File: config.mk
export PLATFORM = sky130hd
export DESIGN_NAME = router_ingress_fifo
export DESIGN_NICKNAME = d
export VERILOG_FILES = /design/src/rtl/router_pkg.sv /design/src/rtl/sync_fifo.sv /design/src/rtl/router_ingress_fifo.sv
export SDC_FILE = /design/constraint.sdc
export NUM_CORES = 1
export LEC_CHECK = 0
export ABC_AREA = 0
export BUFFER_PORTS_ARGS = -buffer_cell sky130_fd_sc_hd__buf_2
export CORE_UTILIZATION = 57
export CTS_CLUSTER_SIZE = 14
export DETAILED_ROUTE_END_ITERATION = 10
export HOLD_SLACK_MARGIN = 0.05
export PLACE_DENSITY = 0.79
export REMOVE_ABC_BUFFERS = 1
export SLEW_MARGIN = 20
export SYNTH_ARGS = -nofsm -noshare
export SYNTH_HDL_FRONTEND = slang
export SYNTH_SLANG_ARGS = --single-unit
File: constraint.sdc
create_clock -name clk -period 2.8 [get_ports clk]
set_input_delay 0.84 -clock clk [delete_from_list [all_inputs] [get_ports clk]]
set_output_delay 0.84 -clock clk [all_outputs]
set_load 0.02 [all_outputs]
File: src/rtl/router_pkg.sv
// ---------------------------------------------------------------------------
// | Module  : router_pkg                                                    |
// | Brief   : Shared widths and word type for the router ingress slice.     |
// | Rev     : 1.0 - initial release                                         |
// ---------------------------------------------------------------------------
`default_nettype none

package router_pkg;

  localparam int ADDR_W     = 2;
  localparam int NUM_PORTS  = 4;
  localparam int DATA_W_DEF = 32;

  typedef struct packed {
    logic [ADDR_W-1:0]     addr;
    logic [DATA_W_DEF-1:0] data;
  } route_word_t;

endpackage

`default_nettype wire

File: src/rtl/sync_fifo.sv
// ---------------------------------------------------------------------------
// | Module  : sync_fifo                                                     |
// | Brief   : Generic single-clock FIFO with storage, pointers and count.   |
// | Rev     : 1.0 - initial release                                         |
// ---------------------------------------------------------------------------
`default_nettype none

module sync_fifo #(
  parameter int WIDTH = 34,
  parameter int DEPTH = 4
) (
  input  logic                       clk,
  input  logic                       resetn,
  input  logic                       push,
  input  logic                       pop,
  input  logic [WIDTH-1:0]           wdata,
  output logic [WIDTH-1:0]           rdata,
  output logic [$clog2(DEPTH+1)-1:0] count,
  output logic                       full,
  output logic                       empty
);

  localparam int c_ptr_w = $clog2(DEPTH);
  localparam int c_cnt_w = $clog2(DEPTH+1);
  localparam logic [c_cnt_w-1:0] c_depth   = c_cnt_w'(DEPTH);
  localparam logic [c_cnt_w-1:0] c_cnt_one = c_cnt_w'(1);
  localparam logic [c_ptr_w-1:0] c_ptr_one = c_ptr_w'(1);

  logic [WIDTH-1:0]   r_mem [DEPTH];
  logic [c_ptr_w-1:0] r_wr_ptr;
  logic [c_ptr_w-1:0] r_rd_ptr;
  logic [c_cnt_w-1:0] r_count;
  logic               w_do_push;
  logic               w_do_pop;

  assign full      = (r_count == c_depth);
  assign empty     = (r_count == '0);
  assign count     = r_count;
  assign rdata     = r_mem[r_rd_ptr];
  assign w_do_push = push && !full;
  assign w_do_pop  = pop && !empty;

  // Storage is not reset; a reset only needs to empty the queue logically.
  always_ff @(posedge clk) begin
    if (w_do_push) begin
      r_mem[r_wr_ptr] <= wdata;
    end
  end

  // DEPTH is a power of two, so pointer wrap is the natural overflow.
  always_ff @(posedge clk or negedge resetn) begin
    if (!resetn) begin
      r_wr_ptr <= '0;
      r_rd_ptr <= '0;
      r_count  <= '0;
    end else begin
      if (w_do_push) begin
        r_wr_ptr <= r_wr_ptr + c_ptr_one;
      end
      if (w_do_pop) begin
        r_rd_ptr <= r_rd_ptr + c_ptr_one;
      end
      case ({w_do_push, w_do_pop})
        2'b10:   r_count <= r_count + c_cnt_one;
        2'b01:   r_count <= r_count - c_cnt_one;
        default: r_count <= r_count;
      endcase
    end
  end

endmodule

`default_nettype wire

File: src/rtl/router_ingress_fifo.sv
// ---------------------------------------------------------------------------
// | Module  : router_ingress_fifo                                           |
// | Brief   : Ingress FIFO feeding the 4-way router with dispatch counters. |
// | Rev     : 1.0 - initial release                                         |
// ---------------------------------------------------------------------------
`default_nettype none

module router_ingress_fifo
  import router_pkg::*;
#(
  parameter int DATA_WIDTH = 32,
  parameter int DEPTH      = 4,
  parameter int CNT_WIDTH  = 8
) (
  input  logic                           clk,
  input  logic                           resetn,
  input  logic [DATA_WIDTH-1:0]          in_data,
  input  logic [ADDR_W-1:0]              in_addr,
  input  logic                           in_valid,
  output logic                           in_ready,
  input  logic                           halt,
  output logic [DATA_WIDTH-1:0]          dout,
  output logic                           dout_en,
  output logic [ADDR_W-1:0]              dout_addr,
  output logic [$clog2(DEPTH+1)-1:0]     count,
  output logic                           full,
  output logic                           empty,
  output logic [NUM_PORTS*CNT_WIDTH-1:0] sent_cnt
);

  localparam int c_word_w = DATA_WIDTH + ADDR_W;
  localparam logic [CNT_WIDTH-1:0] c_cnt_one = CNT_WIDTH'(1);

  logic                  w_push;
  logic                  w_pop;
  logic [c_word_w-1:0]   w_wdata;
  logic [c_word_w-1:0]   w_head;
  logic [ADDR_W-1:0]     w_head_addr;
  logic [DATA_WIDTH-1:0] w_head_data;
  logic [DATA_WIDTH-1:0] r_dout;
  logic                  r_dout_en;
  logic [ADDR_W-1:0]     r_dout_addr;

  // Ready depends only on registered occupancy, never on in_valid or this cycle's pop.
  assign in_ready    = resetn && !full;
  assign w_push      = in_valid && in_ready;
  assign w_pop       = !empty && !halt;
  assign w_wdata     = {in_addr, in_data};
  assign w_head_addr = w_head[c_word_w-1 -: ADDR_W];
  assign w_head_data = w_head[DATA_WIDTH-1:0];

  sync_fifo #(
    .WIDTH (c_word_w),
    .DEPTH (DEPTH)
  ) u_fifo (
    .clk    (clk),
    .resetn (resetn),
    .push   (w_push),
    .pop    (w_pop),
    .wdata  (w_wdata),
    .rdata  (w_head),
    .count  (count),
    .full   (full),
    .empty  (empty)
  );

  always_ff @(posedge clk or negedge resetn) begin
    if (!resetn) begin
      r_dout      <= '0;
      r_dout_en   <= 1'b0;
      r_dout_addr <= '0;
    end else begin
      r_dout_en <= w_pop;
      if (w_pop) begin
        r_dout      <= w_head_data;
        r_dout_addr <= w_head_addr;
      end
    end
  end

  assign dout      = r_dout;
  assign dout_en   = r_dout_en;
  assign dout_addr = r_dout_addr;

  for (genvar gi = 0; gi < NUM_PORTS; gi++) begin : g_port
    logic [CNT_WIDTH-1:0] r_cnt;

    // Saturating so a long run cannot make a busy port look idle.
    always_ff @(posedge clk or negedge resetn) begin
      if (!resetn) begin
        r_cnt <= '0;
      end else if (w_pop && (w_head_addr == ADDR_W'(gi)) && (r_cnt != '1)) begin
        r_cnt <= r_cnt + c_cnt_one;
      end
    end

    assign sent_cnt[gi*CNT_WIDTH +: CNT_WIDTH] = r_cnt;
  end

endmodule

`default_nettype wire

* After elaboration in Yosys (flattened, before gate mapping)
Memories as Yosys holds them, arrays and structs flattened.
Index checks and enable logic that the tools add are counted.
W data, S select, Z words.
** Cells by class
- Add/sub/neg operators :: 8
- Equal/unequal tests :: 10
- Reduce and logical (&&, ||, !) cells :: 19
- Multiplexer cells :: 3
** Operator list (number)
- $add A8 B1 Y8 const B :: 4
- $ne A8 B8 Y1 const B :: 4
- $logic_and A1 B1 Y1 :: 13
- $eq A2 B2 Y1 const B :: 3
- $pmux W3 S2 :: 1
- $add A2 B1 Y2 const B :: 2
- $eq A2 B1 Y1 const B :: 2
- $add A3 B1 Y3 const B :: 1
- $eq A3 B3 Y1 const B :: 1
- $logic_not A1 Y1 :: 3
- $logic_not A3 Y1 :: 1
- $sub A3 B1 Y3 const B :: 1
- $logic_not A2 Y1 :: 1
- $mux W1 :: 2
- $reduce_bool A2 Y1 :: 1
** Word-level totals
- Memories kept :: 1
- Register bits after elaboration :: 74
- Memory bits (writable) :: 136
- Input port bits :: 38
- Output and inout bits :: 73
** Memory list
- u_fifo.r_mem :: words 4, bits a word 34, read ports 1, clocked after Yosys merged registers in 0, wr ports 1, RTL line sync_fifo.sv:29 : logic [WIDTH-1:0] r_mem [DEPTH];

* Depth between registers and ports, before layout
Gate-level depths: netlist of run 1.
- Depth in word-level cells :: 7
- Gate-level depth with buffers :: 10
- Gate-level depth less buffers :: 10

* Hierarchy
From an unflattened synthesis of run 1, not the netlist that was laid out.
** Unflattened totals
- Cells, all modules :: 442
- Area, all modules :: 8252.9 µm²
** By module, submodules not included
- sync_fifo :: times used 1, area an instance 5385.2 µm², cells each 215
- router_ingress_fifo :: times used 1, area an instance 2867.8 µm², cells each 227

* Worst setup path after synthesis of run 1
OpenSTA, ideal clock, no wires.
- Path kind :: flip-flop to flip-flop
- Start point :: reg u_fifo.r_count[0] (netlist: u_fifo.count[0])
- End point :: reg u_fifo.r_count[2] (netlist: u_fifo.count[2])
- Period minus slack after synthesis :: 2.858 ns
- Data required time :: 2.668 ns
- Data arrival time :: 2.726 ns
- Path slack :: -0.058 ns
- Stages on the path, launching flop included :: 10
- Path buffers :: 1
- Path through :: dfrtp_1 nor3_1 nor2_1 clkbuf_1 ha_1 inv_1 fa_1 xor2_1 nor2_1 xor2_1
** Between the ends
- Elaborated cells between the ends (all ways) :: 15
- Those cells by class :: add/sub (2); eq/ne (3); mux (1); reduce/logical (9)
** RTL lines
- from (decl) :: RTL line sync_fifo.sv:32 : logic [c_cnt_w-1:0] r_count;
- from (signal assigned) :: RTL line sync_fifo.sv:64 : 2'b10: r_count <= r_count + c_cnt_one;
- from (signal assigned) :: RTL line sync_fifo.sv:65 : 2'b01: r_count <= r_count - c_cnt_one;
- from (signal assigned) :: RTL line sync_fifo.sv:66 : default: r_count <= r_count;
- $logic_not A3 Y1 (*) :: RTL line sync_fifo.sv:37 : assign empty = (r_count == '0);
- net empty :: RTL line router_ingress_fifo.sv:27 : output logic empty,
- $logic_not A1 Y1 (*) :: RTL line router_ingress_fifo.sv:47 : assign w_pop = !empty && !halt;
- $logic_and A1 B1 Y1 (*) :: RTL line router_ingress_fifo.sv:47
- net u_fifo.pop :: RTL line sync_fifo.sv:15 : input logic pop,
- $logic_and A1 B1 Y1 (*) :: RTL line sync_fifo.sv:41 : assign w_do_pop = pop && !empty;
- $eq A2 B1 Y1 or $eq A2 B2 Y1 (tied branches) :: RTL line sync_fifo.sv:63 : case ({w_do_push, w_do_pop})
- $pmux W3 S2 or $reduce_bool A2 Y1 (tied branches)
Mark *: on every way through the listed nets, which the timed path passes. The rest lies on a longest branch.
A chain may end at the register's enable or synchronous reset.

* Worst setup path in the final report of run 1
- Start point :: reg u_fifo.r_count[1] (netlist: u_fifo.count[1])
- End point :: out empty
** Between the ends
- Word-level cells in the longest chain between the ends :: 1
** RTL lines (RTL line)
- $logic_not A3 Y1 :: sync_fifo.sv:37
- to (decl) :: router_ingress_fifo.sv:27
Every way passes these cells.

==> impl_metrics.json, run 1 <==
{
  "r2r_start": "u_fifo.r_rd_ptr[0]",
  "status": "completed",
  "num_rows": 43,
  "power_per_cell_area_nw_per_um2": 1040,
  "reg2reg_depth": 4,
  "finalCritPeriodShare": 0.894,
  "critPathSlowestCell": "nor3_2",
  "die_y_um": 122,
  "finalSetupTns_ns": 0,
  "worst_pin_slew_ns": 0.779,
  "synth-seq-cells": 210,
  "max_slew_margin": 0.476,
  "skew_ns": 0.0114,
  "drive_above_1_share": 0.415,
  "path_cells": "nor3_2 -> buf_2",
  "antenna-diode-count": 0,
  "drv_slew": 0,
  "wirelength_um": 15000,
  "endpoint_kind": "primary output",
  "grt_overflow": 0,
  "r2r_end": "g_port[1].r_cnt[7]",
  "hold_class": "in2async",
  "finalHoldViolCount": 0,
  "post-place-ws_ns": 0.222,
  "cp_max_fo": 8,
  "via_per_inst": 5.75,
  "grt_usage": 0.216,
  "setup_viol": 0,
  "fmax_mhz": 399,
  "numCtsBuffers": 21,
  "postRouteAntennaNets": 0,
  "ios": 111,
  "holdWs_ns": 0.438,
  "synth_top_area_frac": 0.500,
  "hpwlAfterDp_um": 9200,
  "final_area_um2": 9610,
  "cts.clk_slew.worst_paths_ns": 0.06,
  "clock_latency_ns": 0.49,
  "reg2reg_slack_ns": 0.36,
  "irDropWorstVdd_v": 0.000658,
  "area_growth_pct": 17.6,
  "clk_path_buf_depth": 3,
  "timing.critical_path.to": "empty",
  "ys_warn_count": 0,
  "crit_required_ns": 1.96,
  "worst_slack_ns": 0.296,
  "io_buffer_count": 110,
  "cts_root_buffer": "clkbuf_16",
  "die_w_um": 122,
  "synth_seq_area_share": 0.726,
  "crit_family": "simple AND/OR/NAND/NOR gates",
  "post-route-drc-count": 0,
  "critPathMaxStageDelay_ns": 0.50,
  "p_leak_nw": 3.72,
  "path_buf_inv": 1,
  "rsz0062_at_grt": "no",
  "syn_inst": 429,
  "utilization": 0.690,
  "yosysTopAreaCell": "edfxtp_1",
  "start_kind": "register",
  "dp_cells": 716,
  "wire_per_inst_um": 19.9,
  "startpoint": "u_fifo.count[1]",
  "dr.pass1.iters": 5,
  "cts_tree": "yes",
  "cap_violations": 0,
  "ys_types": 38,
  "grt_pass1_vias": 4635,
  "gp_congestion": 0.841,
  "finalCriticalPeriod_ns": 2.50,
  "path_class": "reg2out",
  "h-tree-depth": 1,
  "post_dp_cell_area_um2": 9010,
  "total_power_mw": 9.98,
  "ys_top_cells_by_area": "edfxtp_1 (50%), dfrtp_1 (23%), mux4_2 (9.4%)",
  "cts_setup_buffers": 0,
  "dieArea_um2": 14800,
  "synth.avg_cell_area_um2": 19.1,
  "cp_num_cells": 2,
  "grt_first_pass_wirelength_um": 24100,
  "initial_core_util": 0.587,
  "netlist_area_um2": 8170,
  "antenna_found_initial": 1,
  "nets": 607,
  "drt_iter0_drc": 276,
  "grt_start_max_net_pins": 43,
  "cts.sinks": 210,
  "stdcell_count": 754,
  "route.vias.total": 4338,
  "core_area_um2": 13900,
  "arrival_ns": 1.66
}
worst register-to-register path: stages, from the launching register on:
cell and delay (ns):
dfrtp_2 0.39, mux4_2 0.58, or4b_1 0.69, nor4_4 0.32
mux2_1 0.34
layout by cell type, fill, tap and decap left out, types with 3 or more instances in the layout:
cell type,n
edfxtp_1,136
nor4_2,3
nor3b_1,3
nor3_1,13
xnor2_1,3
inv_1,7
nand2b_1,5
clkbuf_16,21
nand4_1,4
nand2_1,12
mux4_2,34
clkbuf_1,14
nand3_1,9
nor2_1,8
buf_2,109
xor2_1,24
ha_1,9
and3_2,4
dfrtp_1,72
buf_4,10
mux2_2,44
what timing repair did:
action | CTS | global route
resized for setup | 1 | 0
endpoints found under the hold margin | 0 | 0
endpoints found under the setup margin | 1 | 0
hold buffers | 0 | 0
logic make-up after synthesis:
| group | share of synthesized area |
|---|---|
| xor+xnor | 0.0289 |
| fa+ha+maj | 0.0162 |
| buf+inv | 0.0109 |
| flops | 0.726 |
| compound gates | 0.00245 |
| mux | 0.157 |
| simple gates | 0.0585 |
flip-flops by register name, summed over array words and instances (netlist names):
register and cells:
dout 32, dout_addr 2, dout_en 1, g_port.r_cnt 32, u_fifo.count 3, u_fifo.r_mem 136
u_fifo.r_rd_ptr 2, u_fifo.r_wr_ptr 2
area by class of cell:
type,instances,area [um2]
sequential,210,5940
fill,912,4320
multi-input combinational,198,2170
timing repair buffer,121,661
clock buffer,35,578
tap,180,225
inverter,7,26.3
clock inverter,3,17.5
worst min path at each step:
stage | from | to | slack (ns) | depth (start not counted)
floorplan | u_fifo.r_wr_ptr[1] | u_fifo.r_wr_ptr[1] | 0.53 | 1
detailed placement | g_port[3].r_cnt[5] | g_port[3].r_cnt[5] | 0.48 | 1
finish | resetn | dout[10] | 0.44 | 2
CTS | resetn | dout[10] | 0.45 | 2
global placement | g_port[3].r_cnt[5] | g_port[3].r_cnt[5] | 0.47 | 1
global route | resetn | dout[15] | 0.46 | 2
routing by layer:
metal  global-route usage  vias to the layer above  wire [um]
met3               0.0412                       24        790
li1                     -                     1926          -
met5                    0                        -          0
met1                0.278                     2243       6140
met2                0.370                      145       7740
met4               0.0748                        0        342
synthesized netlist by cell type (all sizes together):
| library cell | instances |
|---|---|
| ha | 9 |
| nor3 | 14 |
| nand2 | 12 |
| mux4 | 34 |
| edfxtp | 136 |
| buf | 6 |
| nor2b | 1 |
| a31oi | 2 |
| xor2 | 24 |
| clkbuf | 8 |
| nor2 | 10 |
| nor3b | 3 |
| and2 | 1 |
| o211ai | 1 |
| mux2 | 45 |
| nor4 | 6 |
| and3 | 5 |
| nand4 | 4 |
| mux2i | 1 |
| nor4b | 3 |
| xnor2 | 3 |
| nand4bb | 1 |
| nand2b | 5 |
| or4 | 1 |
| inv | 7 |
| fa | 1 |
| nand3 | 9 |
| or3 | 1 |
| dfrtp | 74 |
| or4b | 2 |
report_power, final:
| part | switching (mW) | leakage [nW] | internal, mW |
|---|---|---|---|
| sequential | 0.428 | 2.13 | 4.00 |
| combinational | 1.71 | 1.31 | 1.36 |
| clock | 1.07 | 0.285 | 1.41 |
| total | 3.21 | 3.72 | 6.77 |
Power figures use the tool's default switching activity.
==> run 2: changes to the inputs <==
- SYNTH_HIERARCHICAL: not set -> 1
==> impl_metrics.json, run 2 <==
{
  "worst_pin_slew_ns": 0.713,
  "cts_root_buffer": "clkbuf_16",
  "path_cells": "nor3_1 -> buf_4 -> buf_2",
  "h-tree-depth": 1,
  "netSwitchingFraction": 0.317,
  "skew_ns": 0.0137,
  "layout_common_cells": "edfxtp_1 (136), buf_2 (109), dfrtp_1 (72)",
  "power_per_cell_area_nw_per_um2": 1040,
  "synth_top_area_frac": 0.495,
  "die_y_um": 122,
  "netlist_area_um2": 8250,
  "path_class": "reg2out",
  "cp_max_fo": 7,
  "grt_overflow": 0,
  "cts.sinks": 210,
  "holdWs_ns": 0.141,
  "cts_resized": 0,
  "endpoint_kind": "primary output",
  "sequentialPowerShare": 0.435,
  "fill_cells": 901,
  "synth_most_common_cell": "edfxtp_1",
  "drive_above_1_share": 0.408,
  "p_clk_frac": 0.261,
  "grt_first_pass_wirelength_um": 22600,
  "drt_iter0_drc": 255,
  "path_buf_inv": 2,
  "antenna_found_initial": 1,
  "area_growth_pct": 18.4,
  "io_buffer_count": 110,
  "syn_inst": 442,
  "initial_core_util": 0.590,
  "synth-seq-cells": 210,
  "stdcell_count": 775,
  "synth_flop_cell": "edfxtp_1",
  "die_w_um": 122,
  "drv_slew": 0,
  "synth_seq_area_share": 0.719,
  "p_int_mw": 6.95,
  "status": "completed",
  "grt_pass1_vias": 4434,
  "top_register": "u_fifo/r_mem",
  "ys_top_cells_by_area": "edfxtp_1 (49%), dfrtp_1 (22%), mux4_2 (7.6%)",
  "startpoint": "u_fifo/count[0]",
  "synthTopCellsByCount": "edfxtp_1 (136), dfrtp_1 (74), mux2_2 (46)",
  "max_slew_margin": 0.525,
  "synth.avg_cell_area_um2": 18.7,
  "post-route-drc-count": 0,
  "critPathMaxStageDelay_ns": 0.44,
  "comb_power_share": 0.304,
  "arrival_ns": 1.50,
  "async_reset_ff_frac": 0.352,
  "setup_viol": 0,
  "cts_setup_buffers": 0,
  "p_switching_mw": 3.23,
  "antenna-diode-count": 0,
  "hpwlAfterDp_um": 9220,
  "core_area_um2": 14000,
  "dr.pass1.iters": 5,
  "cts.clk_slew.worst_paths_ns": 0.06,
  "grt_start_max_net_pins": 74,
  "rsz0062_at_grt": "no",
  "irDropWorstVdd_v": 0.000702,
  "dieArea_um2": 15000,
  "ys_warn_count": 6,
  "finalHoldViolCount": 0,
  "clk_path_buf_depth": 3,
  "num_rows": 43,
  "dp_cells": 735,
  "wirelength_um": 14700,
  "wire_per_inst_um": 18.9,
  "crit_required_ns": 1.96,
  "fmax_mhz": 427,
  "clock_latency_ns": 0.50,
  "route.vias.total": 4435,
  "postRouteAntennaNets": 0,
  "final_common_cell": "edfxtp_1",
  "finalCritPeriodShare": 0.837,
  "nets": 627,
  "r2r_start": "u_fifo/r_rd_ptr[0]",
  "finalCriticalPeriod_ns": 2.34,
  "p_leak_nw": 3.81,
  "yosysTopAreaCell": "edfxtp_1",
  "start_kind": "register",
  "numCtsBuffers": 22,
  "grt_usage": 0.200,
  "largest_reg_flops": 136,
  "crit_family": "flip-flops",
  "ios": 111,
  "holdBufCountCts": 0,
  "cap_violations": 0,
  "hold_class": "in2async",
  "ys_types": 40,
  "synth_edf_count": 136,
  "via_per_inst": 5.72,
  "gp_congestion": 0.806,
  "critPathSlowestCell": "dfrtp_1",
  "cts_tree": "yes"
}
-- run 2: layer usage --
metal | up-vias | part of all wire | track usage
li1 | 1994 | - | -
met1 | 2275 | 0.42 | 0.263
met2 | 138 | 0.50 | 0.344
met3 | 26 | 0.059 | 0.0455
met4 | 2 | 0.015 | 0.0427
met5 | - | 0.00055 | 0
-- run 2: area by class of cell --
class,count,area (um2),share of cell area
Inverter,10,37.5,0.00384
Tap cell,180,225,0.0231
Multi-Input combinational cell,211,2190,0.224
Timing Repair Buffer,124,712,0.0729
Sequential cell,210,5940,0.608
Clock buffer,27,569,0.0583
Clock inverter,13,100,0.0102
-- run 2: path summary, 6_finish.rpt --
kind	end	slack (ns)	cells past startpoint
max	empty	0.46	3
min	g_port[1].r_cnt[4]	0.14	1
max reg2reg	g_port[1].r_cnt[6]	0.47	6
min reg2reg	dout[29]	0.50	1
max in group asynchronous	u_fifo/r_rd_ptr[1]	1.75	2
min in group clk	dout[29]	0.50	1
-- run 2: worst reg2reg max path, cell delays in order (launching register included) --
cell     delay (ns)
dfrtp_2        0.41
mux4_2         0.58
nor4b_1        0.40
buf_4          0.20
nand2_1        0.06
nor3_1         0.21
mux2_2         0.35
-- run 2: power by group through the flow --
stage	logic (mW)	registers [mW]	clock network, mW
CTS	3.13	4.43	2.72
detailed placement	3.09	4.49	0
global route	3.32	4.50	2.84
finish	3.09	4.43	2.66
floorplan	1.46	5.04	0
global placement	3.02	4.44	0
-- run 2: logic make-up (layout without fill, tap and decap cells) --
kind of cell             Yosys count  after routing  synth area share
AO/OA/AOI/OAI                     24             24            0.0167
flip-flops                       210            210             0.719
buffers and inverters             21            174            0.0174
multiplexers                      83             83             0.162
XOR/XNOR                          17             17            0.0180
AND/OR/NAND/NOR                   77             77            0.0506
adder cells (fa/ha/maj)           10             10            0.0161
-- run 2: stage by stage --
step | TNS, ns | cell area (um2) | worst slack, ns | utilization | power (mW)
floorplan | -24.73 | 8150 | -0.945 | - | 6.50
global placement | 0 | 9090 | 0.260 | 0.650 | 7.46
detailed placement | 0 | 9090 | 0.195 | 0.650 | 7.59
CTS | 0 | 9760 | 0.429 | 0.698 | 10.3
global route | 0 | 9770 | 0.348 | 0.698 | 10.7
finish | 0 | 9770 | 0.456 | 0.698 | 10.2
==> run 3: changes to the inputs <==
- CORE_UTILIZATION: 57 -> 52
- PLACE_DENSITY: 0.79 -> 0.76
- clock period: 2.8 -> 2 ns (I/O delays scaled with it)
==> impl_metrics.json, run 3 (synthesis gave the netlist of run 2 again) <==
{
  "status": "finished, violations left",
  "violations": "setup timing",
  "area_growth_pct": 26.9,
  "postRouteAntennaNets": 0,
  "gp_congestion": 0.811,
  "final_common_cell": "edfxtp_1",
  "p_leak_nw": 4.13,
  "drv_slew": 0,
  "wire_per_inst_um": 19.0,
  "grt_usage": 0.200,
  "cts.sinks": 210,
  "grt_first_pass_wirelength_um": 24900,
  "irDropWorstVdd_v": 0.000923,
  "die_y_um": 128,
  "max_slew_margin": 0.588,
  "power_per_cell_area_nw_per_um2": 1480,
  "wirelength_um": 16000,
  "nets": 663,
  "cts.clk_slew.worst_paths_ns": 0.06,
  "num_rows": 45,
  "clock_latency_ns": 0.50,
  "h-tree-depth": 1,
  "multi_input_area_um2": 2380,
  "final-seq-area_um2": 5940,
  "finalHoldViolCount": 0,
  "holdBufCountCts": 0,
  "post-route-drc-count": 0,
  "largest_reg_flops": 136,
  "clk_path_buf_depth": 3,
  "path_class": "reg2reg",
  "cts_tree": "yes",
  "drt_iter0_drc": 192,
  "route.vias.total": 4617,
  "antenna-diode-count": 0,
  "worst_slack_ns": -0.139,
  "crit_required_ns": 2.39,
  "initial_core_util": 0.537,
  "holdWs_ns": 0.153,
  "io_buffer_count": 110,
  "fill_cells": 987,
  "start_kind": "register",
  "worst_pin_slew_ns": 0.618,
  "ios": 111,
  "cap_violations": 0,
  "layout_common_cells": "edfxtp_1 (136), buf_2 (106), dfrtp_1 (72)",
  "via_per_inst": 5.48,
  "rsz0062_at_grt": "yes",
  "numCtsBuffers": 23,
  "top_register": "u_fifo/r_mem",
  "die_w_um": 128,
  "cts_root_buffer": "clkbuf_16",
  "core_area_um2": 15400,
  "dr.pass1.iters": 4,
  "finalCriticalPeriod_ns": 2.14,
  "skew_ns": 0.0102,
  "endpoint_kind": "register",
  "cp_max_fo": 4,
  "drive_above_1_share": 0.489,
  "antenna_found_initial": 1,
  "grt_overflow": 0,
  "setup_viol": 16,
  "finalSetupTns_ns": -0.962,
  "arrival_ns": 2.53,
  "hpwlAfterDp_um": 9620,
  "finalCritPeriodShare": 1.07,
  "dieArea_um2": 16400,
  "hold_class": "in2async",
  "fmax_mhz": 467,
  "grt_pass1_vias": 4736,
  "grt_start_max_net_pins": 42
}
## run 3: layout make-up
| class | count | share of cell area |
|---|---|---|
| well taps | 211 | 0.0252 |
| flip-flops and latches | 210 | 0.567 |
| clock inverters | 17 | 0.0188 |
| clock buffers | 25 | 0.0557 |
| inverters | 10 | 0.00358 |
| repair buffers | 159 | 0.102 |
| multi-input cells | 211 | 0.228 |
## run 3: metrics by stage
| stage | setup WS (ns) | cells | power, mW | instance area [um2] | util |
|---|---|---|---|---|---|
| 4_1_cts | -0.107 | 839 | 15.4 | 10300 | 0.671 |
| 2_1_floorplan | -1.74 | 431 | 9.10 | 8150 | - |
| 6_report | -0.139 | 843 | 15.5 | 10500 | 0.681 |
| 5_1_grt | -0.248 | 843 | 16.3 | 10500 | 0.681 |
| 3_5_place_dp | -0.293 | 785 | 10.8 | 9310 | 0.606 |
| 3_3_place_gp | -0.264 | 785 | 10.7 | 9310 | 0.606 |
## run 3: repair_timing
| item | 4_1_cts | 5_1_grt |
|---|---|---|
| hold endpoints to repair | 0 | 0 |
| setup endpoints to repair | 21 | 29 |
| gates resized for setup | 33 | 32 |
| setup buffers | 12 | 4 |
| cloned | 0 | 0 |
| pin swaps | 12 | 15 |
## run 3: final timing paths
check                      slack, ns                from                 end  cells past startpoint
min                             0.15              resetn  g_port[0].r_cnt[2]                      2
max                            -0.14  u_fifo/r_rd_ptr[0]  g_port[1].r_cnt[5]                      6
max reg2reg                    -0.14  u_fifo/r_rd_ptr[0]  g_port[1].r_cnt[5]                      6
min in group clk                0.31          in_data[4]  u_fifo/r_mem[3][4]                      1
max in group asynchronous       0.82              resetn  u_fifo/r_rd_ptr[1]                      3
min reg2reg                     0.50            dout[11]            dout[11]                      1
## run 3: worst max-delay path: stages, from the launching register on
cell and delay, ns:
dfrtp_2 0.40, mux4_2 0.57, nor4b_4 0.24, buf_4 0.18, nand4_1 0.17, nor2_2 0.16
mux2_4 0.31
## run 3: power breakdown
| part | internal [mW] | switching, mW | total [mW] | leakage (nW) |
|---|---|---|---|---|
| Sequential | 5.59 | 0.576 | 6.17 | 2.13 |
| Clock | 2.63 | 1.65 | 4.28 | 0.377 |
| Combinational | 2.44 | 2.65 | 5.09 | 1.63 |
| Total | 10.7 | 4.87 | 15.5 | 4.13 |
## run 3: per-layer routing
layer | track usage | share of wire
met3 | 0.0509 | 0.065
met1 | 0.245 | 0.40
met4 | 0.0519 | 0.019
met5 | 0 | 0
met2 | 0.354 | 0.51
